[src/rtl/alu_decode_stage_if.sv]
`default_nettype none
// ============================================================================
// Module      : alu_decode_stage_if
// Description : Upstream request / downstream result bundle of the ALU
//               decode stage. The master drives requests; the slave decodes.
// Revision    : 1.0
// ============================================================================
interface alu_decode_stage_if #(
    parameter int CTRL_W    = 5,
    parameter int TAG_W     = 5,
    parameter int ILL_CNT_W = 8
);
    logic                 in_valid;
    logic                 in_ready;
    logic [6:0]           opcode;
    logic [2:0]           funct3;
    logic [6:0]           funct7;
    logic [1:0]           alu_op;
    logic [TAG_W-1:0]     in_tag;
    logic                 out_valid;
    logic                 out_ready;
    logic [CTRL_W-1:0]    alu_ctrl;
    logic                 is_muldiv;
    logic                 illegal;
    logic [TAG_W-1:0]     out_tag;
    logic [ILL_CNT_W-1:0] ill_count;

    modport master (
        output in_valid, opcode, funct3, funct7, alu_op, in_tag, out_ready,
        input  in_ready, out_valid, alu_ctrl, is_muldiv, illegal, out_tag, ill_count
    );

    modport slave (
        input  in_valid, opcode, funct3, funct7, alu_op, in_tag, out_ready,
        output in_ready, out_valid, alu_ctrl, is_muldiv, illegal, out_tag, ill_count
    );
endinterface
`default_nettype wire

[src/rtl/alu_decode_stage.sv]
`default_nettype none
// ============================================================================
// Module      : alu_decode_stage
// Description : Registered ALU control decoder behind a 2-entry skid buffer,
//               with a saturating illegal-decode counter. Define
//               ALU_DEC_MEXT_EN to decode RV32M ops (OP with funct7=0000001).
// Revision    : 1.0
// ============================================================================
module alu_decode_stage #(
    parameter int CTRL_W    = 5,
    parameter int TAG_W     = 5,
    parameter int ILL_CNT_W = 8
) (
    input  wire logic         clk,
    input  wire logic         reset,
    alu_decode_stage_if.slave bus
);
    localparam int ENT_W = CTRL_W + 2 + TAG_W;

    localparam logic [4:0] c_ADD  = 5'b00000;
    localparam logic [4:0] c_SUB  = 5'b00001;
    localparam logic [4:0] c_AND  = 5'b00010;
    localparam logic [4:0] c_OR   = 5'b00011;
    localparam logic [4:0] c_SLL  = 5'b00100;
    localparam logic [4:0] c_SLT  = 5'b00101;
    localparam logic [4:0] c_SRL  = 5'b00110;
    localparam logic [4:0] c_XOR  = 5'b00111;
    localparam logic [4:0] c_SRA  = 5'b01000;
    localparam logic [4:0] c_SLTU = 5'b01001;

    localparam logic [6:0] c_F7_STD = 7'b0000000;
    localparam logic [6:0] c_F7_ALT = 7'b0100000;
    localparam logic [6:0] c_F7_MUL = 7'b0000001;

    typedef enum logic [1:0] {
        S_EMPTY = 2'd0,
        S_ONE   = 2'd1,
        S_FULL  = 2'd2
    } state_e;

    state_e               state_q, state_d;
    logic [ENT_W-1:0]     out_q, out_d;
    logic [ENT_W-1:0]     skid_q, skid_d;
    logic [ILL_CNT_W-1:0] cnt_q, cnt_d;

    logic [4:0]        w_base;
    logic [4:0]        w_ctrl5;
    logic              w_muldiv;
    logic              w_illegal;
    logic [CTRL_W-1:0] w_ctrl;
    logic [ENT_W-1:0]  w_dec;
    logic              w_in_ready;
    logic              w_out_valid;
    logic              w_in_xfer;
    logic              w_out_xfer;
    logic              w_unused;

    always_comb begin
        w_base = c_ADD;
        case (bus.funct3)
            3'b000:  w_base = c_ADD;
            3'b001:  w_base = c_SLL;
            3'b010:  w_base = c_SLT;
            3'b011:  w_base = c_SLTU;
            3'b100:  w_base = c_XOR;
            3'b101:  w_base = c_SRL;
            3'b110:  w_base = c_OR;
            default: w_base = c_AND;
        endcase
    end

    always_comb begin
        w_ctrl5   = c_ADD;
        w_muldiv  = 1'b0;
        w_illegal = 1'b0;
        case (bus.alu_op)
            2'b00: w_ctrl5 = c_ADD;
            2'b01: w_ctrl5 = c_SUB;
            2'b10: begin
                if (bus.opcode[5]) begin
                    if (bus.funct7 == c_F7_STD) begin
                        w_ctrl5 = w_base;
                    end else if (bus.funct7 == c_F7_ALT && bus.funct3 == 3'b000) begin
                        w_ctrl5 = c_SUB;
                    end else if (bus.funct7 == c_F7_ALT && bus.funct3 == 3'b101) begin
                        w_ctrl5 = c_SRA;
`ifdef ALU_DEC_MEXT_EN
                    end else if (bus.funct7 == c_F7_MUL) begin
                        w_ctrl5  = {2'b10, bus.funct3};
                        w_muldiv = 1'b1;
`endif
                    end else begin
                        w_illegal = 1'b1;
                    end
                end else begin
                    // OP-IMM: funct7 only matters for the shift encodings
                    if (bus.funct3 == 3'b001) begin
                        w_ctrl5   = c_SLL;
                        w_illegal = (bus.funct7 != c_F7_STD);
                    end else if (bus.funct3 == 3'b101) begin
                        if (bus.funct7 == c_F7_STD)      w_ctrl5 = c_SRL;
                        else if (bus.funct7 == c_F7_ALT) w_ctrl5 = c_SRA;
                        else                             w_illegal = 1'b1;
                    end else begin
                        w_ctrl5 = w_base;
                    end
                end
            end
            default: w_illegal = 1'b1;
        endcase
        if (w_illegal) begin
            w_ctrl5  = c_ADD;
            w_muldiv = 1'b0;
        end
    end

    assign w_ctrl = CTRL_W'(w_ctrl5);
    assign w_dec  = {w_ctrl, w_muldiv, w_illegal, bus.in_tag};

    // in_ready depends only on registered state, never on out_ready
    assign w_in_ready  = (state_q != S_FULL);
    assign w_out_valid = (state_q != S_EMPTY);
    assign w_in_xfer   = bus.in_valid & w_in_ready;
    assign w_out_xfer  = w_out_valid & bus.out_ready;

    always_comb begin
        state_d = state_q;
        out_d   = out_q;
        skid_d  = skid_q;
        cnt_d   = cnt_q;
        case (state_q)
            S_EMPTY: begin
                if (w_in_xfer) begin
                    out_d   = w_dec;
                    state_d = S_ONE;
                end
            end
            S_ONE: begin
                if (w_in_xfer && w_out_xfer) begin
                    out_d = w_dec;
                end else if (w_in_xfer) begin
                    skid_d  = w_dec;
                    state_d = S_FULL;
                end else if (w_out_xfer) begin
                    state_d = S_EMPTY;
                end
            end
            S_FULL: begin
                if (w_out_xfer) begin
                    out_d   = skid_q;
                    state_d = S_ONE;
                end
            end
            default: state_d = S_EMPTY;
        endcase
        if (w_out_xfer && out_q[TAG_W] && !(&cnt_q)) begin
            cnt_d = cnt_q + ILL_CNT_W'(1);
        end
    end

    always_ff @(posedge clk) begin
        if (reset) begin
            state_q <= S_EMPTY;
            out_q   <= '0;
            skid_q  <= '0;
            cnt_q   <= '0;
        end else begin
            state_q <= state_d;
            out_q   <= out_d;
            skid_q  <= skid_d;
            cnt_q   <= cnt_d;
        end
    end

    assign bus.in_ready  = w_in_ready;
    assign bus.out_valid = w_out_valid;
    assign bus.alu_ctrl  = out_q[ENT_W-1 -: CTRL_W];
    assign bus.is_muldiv = out_q[TAG_W+1];
    assign bus.illegal   = out_q[TAG_W];
    assign bus.out_tag   = out_q[TAG_W-1:0];
    assign bus.ill_count = cnt_q;

    assign w_unused = ^{bus.opcode[6], bus.opcode[4:0]};
endmodule
`default_nettype wire

[src/flat_wrapper.sv]
// flat-port wrapper written by rule: the top's interface ports become plain ports
module alu_decode_stage_flat 
#(
    parameter int CTRL_W    = 5,
    parameter int TAG_W     = 5,
    parameter int ILL_CNT_W = 8
)
  (clk, reset, bus_in_valid, bus_opcode, bus_funct3, bus_funct7, bus_alu_op, bus_in_tag, bus_out_ready, bus_in_ready, bus_out_valid, bus_alu_ctrl, bus_is_muldiv, bus_illegal, bus_out_tag, bus_ill_count);
  alu_decode_stage_if #(.CTRL_W(CTRL_W), .TAG_W(TAG_W), .ILL_CNT_W(ILL_CNT_W)) bus_i ();
  input  wire logic clk;
  input  wire logic reset;
  input wire logic [$bits(bus_i.in_valid)-1:0] bus_in_valid;
  input wire logic [$bits(bus_i.opcode)-1:0] bus_opcode;
  input wire logic [$bits(bus_i.funct3)-1:0] bus_funct3;
  input wire logic [$bits(bus_i.funct7)-1:0] bus_funct7;
  input wire logic [$bits(bus_i.alu_op)-1:0] bus_alu_op;
  input wire logic [$bits(bus_i.in_tag)-1:0] bus_in_tag;
  input wire logic [$bits(bus_i.out_ready)-1:0] bus_out_ready;
  output wire logic [$bits(bus_i.in_ready)-1:0] bus_in_ready;
  output wire logic [$bits(bus_i.out_valid)-1:0] bus_out_valid;
  output wire logic [$bits(bus_i.alu_ctrl)-1:0] bus_alu_ctrl;
  output wire logic [$bits(bus_i.is_muldiv)-1:0] bus_is_muldiv;
  output wire logic [$bits(bus_i.illegal)-1:0] bus_illegal;
  output wire logic [$bits(bus_i.out_tag)-1:0] bus_out_tag;
  output wire logic [$bits(bus_i.ill_count)-1:0] bus_ill_count;
  assign bus_i.in_valid = bus_in_valid;
  assign bus_i.opcode = bus_opcode;
  assign bus_i.funct3 = bus_funct3;
  assign bus_i.funct7 = bus_funct7;
  assign bus_i.alu_op = bus_alu_op;
  assign bus_i.in_tag = bus_in_tag;
  assign bus_i.out_ready = bus_out_ready;
  assign bus_in_ready = bus_i.in_ready;
  assign bus_out_valid = bus_i.out_valid;
  assign bus_alu_ctrl = bus_i.alu_ctrl;
  assign bus_is_muldiv = bus_i.is_muldiv;
  assign bus_illegal = bus_i.illegal;
  assign bus_out_tag = bus_i.out_tag;
  assign bus_ill_count = bus_i.ill_count;
  alu_decode_stage #(.CTRL_W(CTRL_W), .TAG_W(TAG_W), .ILL_CNT_W(ILL_CNT_W)) u_core (.clk(clk), .reset(reset), .bus(bus_i));
endmodule
[config.mk]
export PLATFORM = sky130hd
export DESIGN_NAME = alu_decode_stage_flat
export DESIGN_NICKNAME = d
export VERILOG_FILES = /design/src/rtl/alu_decode_stage_if.sv /design/src/rtl/alu_decode_stage.sv /design/src/flat_wrapper.sv
export SDC_FILE = /design/constraint.sdc
export NUM_CORES = 1
export LEC_CHECK = 0
export BUFFER_PORTS_ARGS = -buffer_cell sky130_fd_sc_hd__clkbuf_2
export CAP_MARGIN = 5
export CORE_UTILIZATION = 50
export DETAILED_ROUTE_END_ITERATION = 8
export PLACE_DENSITY_LB_ADDON = 0.05
export SYNTH_ARGS = -nofsm -noshare
export SYNTH_HDL_FRONTEND = slang
export SYNTH_SLANG_ARGS = --single-unit
[constraint.sdc]
create_clock -name clk -period 1.9 [get_ports clk]
set_clock_uncertainty 0.2 [all_clocks]
set_input_delay 0.095 -clock clk [delete_from_list [all_inputs] [get_ports clk]]
set_output_delay 0.095 -clock clk [all_outputs]
set_load 0.03 [all_outputs]
==> flow_summary.json <==
{
  "fin_crit_ns": 1.77,
  "busiest_layer": "met2",
  "antenna_cells": 0,
  "timing.hold.ws_ns": 0.0496,
  "syn_avg_cell_area_um2": 8.39,
  "dr.pass1.iters": 4,
  "finalHoldViolCount": 0,
  "drc_errors": 0,
  "finish.utilization": 0.677,
  "grt_pass1_vias": 1461,
  "status": "finished clean",
  "yosysSeqAreaShare": 0.360,
  "die_y_um": 59.8,
  "row_count": 20,
  "cts_max_path_buffers": 2,
  "drtAntennaViolNets": 0,
  "rsz0062_at_grt": "no",
  "io_pins": 50,
  "leakage_nw": 0.865,
  "path_delay_family": "simple AND/OR/NAND/NOR gates",
  "routed_wirelength_um": 3800,
  "start_util": 0.538,
  "dr_total_vias": 1602,
  "end_kind": "flop",
  "slowest_stage": "or3_1",
  "cts_tree": "done",
  "routabilityCongestion": 0.895,
  "worstSetupPathType": "reg -> reg",
  "portBuffers": 41,
  "slew_violations": 0,
  "design.die.area_um2": 3580,
  "clock-sinks": 30,
  "use_met2": 0.397,
  "worstHoldPathType": "in -> reg",
  "yosysWarnings": 0,
  "power_mw": 1.34,
  "async_flop_share": 0,
  "die_w_um": 59.8,
  "synth-edff-count": 0,
  "critPathMaxFanout": 9,
  "critPathBufInv": 0,
  "finalCritPeriodShare": 0.934,
  "drive_gt1_frac": 0.291,
  "synthesis.area_um2": 1670,
  "cts_buffers": 5,
  "synth_cells": 199,
  "use_met1": 0.282,
  "areaGrowthSynthToFinish_pct": 25.8,
  "synth-main-ff-cell": "dfxtp_1",
  "drt_iter0_markers": 75,
  "grt_pass1_wl_um": 6290,
  "clk_latency_ns": 0.32,
  "nets": 287,
  "cp_slowest_stage_delay_ns": 0.42,
  "crit_arrival_ns": 1.83,
  "groute.usage.overall": 0.233,
  "core_um2": 3100,
  "power.density_nw_per_um2": 636,
  "root_buffer": "clkbuf_4",
  "gr-total-overflow": 0,
  "htreeDepth": 2,
  "setup_violations": 0,
  "routed_via_density": 5.38,
  "clock.fmax_mhz": 563,
  "ys_ff_latch": 30,
  "grt_max_degree": 15,
  "antenna_found_initial": 0,
  "start_kind": "flop",
  "worst_setup_hold_path_clk_slew_ns": 0.09,
  "ir_drop_mv": 0.270,
  "routedWlPerCell_um": 12.8,
  "dp.final_hpwl_um": 2710,
  "setup_tns_ns": 0,
  "grt_util_met3": 0.0628,
  "cap_violations": 0,
  "ys_types": 52,
  "required_ns": 1.95,
  "path_cells": "ha_1, nand3_1, o2111ai_2, or3_1, a21oi_1"
}
[through the flow]
stage               std cells  worst slack (ns)  cell area (µm²)
finish                    298             0.125             2100
detailed placement        283            0.0923             1950
global route              298           0.00509             2100
floorplan                 200            0.0613             1670
CTS                       298            0.0655             2090
global placement          283             0.130             1950
[layout by cell type, fill, tap and decap left out, types with 2 or more instances in the layout]
cell type,instances
clkbuf_2,41
dfxtp_1,30
nor2_1,29
nand2_1,26
a21oi_1,15
buf_4,10
dlygate4sd3_1,9
nor3_1,7
inv_1,6
nand4_1,6
xnor2_1,5
a311oi_1,5
clkbuf_4,5
nor2b_1,4
ha_1,4
nand3_1,3
a211oi_2,3
or2_2,2
mux2i_1,2
xor2_1,2
nand3b_1,2
o21ai_0,2
a211oi_1,2
o32ai_1,2
conb_1,2
[worst min-delay path, stage by stage]
cell and delay [ns]:
clkbuf_2 0.19, a211oi_2 0.10, nand4_1 0.09, a21oi_1 0.06
[worst paths after layout]
| kind | from | endpoint | slack, ns | cells past startpoint |
|---|---|---|---|---|
| worst max-delay path | u_core.bus.ill_count[0] | u_core.bus.ill_count[3] | 0.13 | 5 |
| worst min-delay path | bus_funct3[1] | u_core.skid_q[9] | 0.05 | 4 |
| worst max register to register | u_core.bus.ill_count[0] | u_core.bus.ill_count[3] | 0.13 | 5 |
| worst min register to register | u_core.skid_q[1] | u_core.skid_q[1] | 0.26 | 2 |
[cell usage after synthesis (3+ instances only)]
cell type   n  area, µm²
dfxtp_1    30        601
nor2_1     29        109
nand2_1    26       97.6
a21oi_1    15       75.1
nor3_1      7       35.0
clkbuf_1    6       22.5
inv_1       6       22.5
nand4_1     6       37.5
a311oi_1    5       43.8
nor2b_1     5       31.3
xnor2_1     5       43.8
ha_1        4       50.1
a211oi_2    3       37.5
buf_2       3       15.0
nand3_1     3       15.0
[power breakdown]
part / internal [mW] / switching (mW)
Sequential: 0.653 / 0.0161
Clock: 0.166 / 0.205
Combinational: 0.115 / 0.180
Total: 0.935 / 0.401
[per-layer routing]
metal / up-vias / share of wire
met5: - / 0
met4: 0 / 0.012
met3: 7 / 0.041
met2: 38 / 0.48
met1: 744 / 0.47
li1: 813 / -
[state kept, by name (all words and copies together) (netlist names)]
register and cells:
u_core.out_q 10, u_core.skid_q 10, u_core.bus.ill_count 8, u_core.state_q 2
[area by class of cell]
cell class,count,area [µm²]
Clock buffer,6,51.3
Fill cell,275,1000
Inverter,7,26.3
Multi-Input combinational cell,151,997
Sequential cell,30,601
Tap cell,44,55.1
Timing Repair Buffer,60,370
[kinds of logic (layout without fill, tap and decap cells)]
logic type	count (synthesis)	in the layout	synth area share
buf+inv	19	73	0.0539
fa+ha+maj	4	4	0.0300
flops	30	30	0.360
mux	2	2	0.0120
other cells	1	2	0.00225
compound gates	44	44	0.225
simple gates	92	92	0.281
xor+xnor	7	7	0.0367
[timing repair]
action	in CTS	in global routing
buffers inserted	0	0
gates resized for setup	0	3
hold buffers	9	0
endpoints found under the hold margin	18	0
endpoints found under the setup margin	0	6
(Power assumes the default switching activity.)
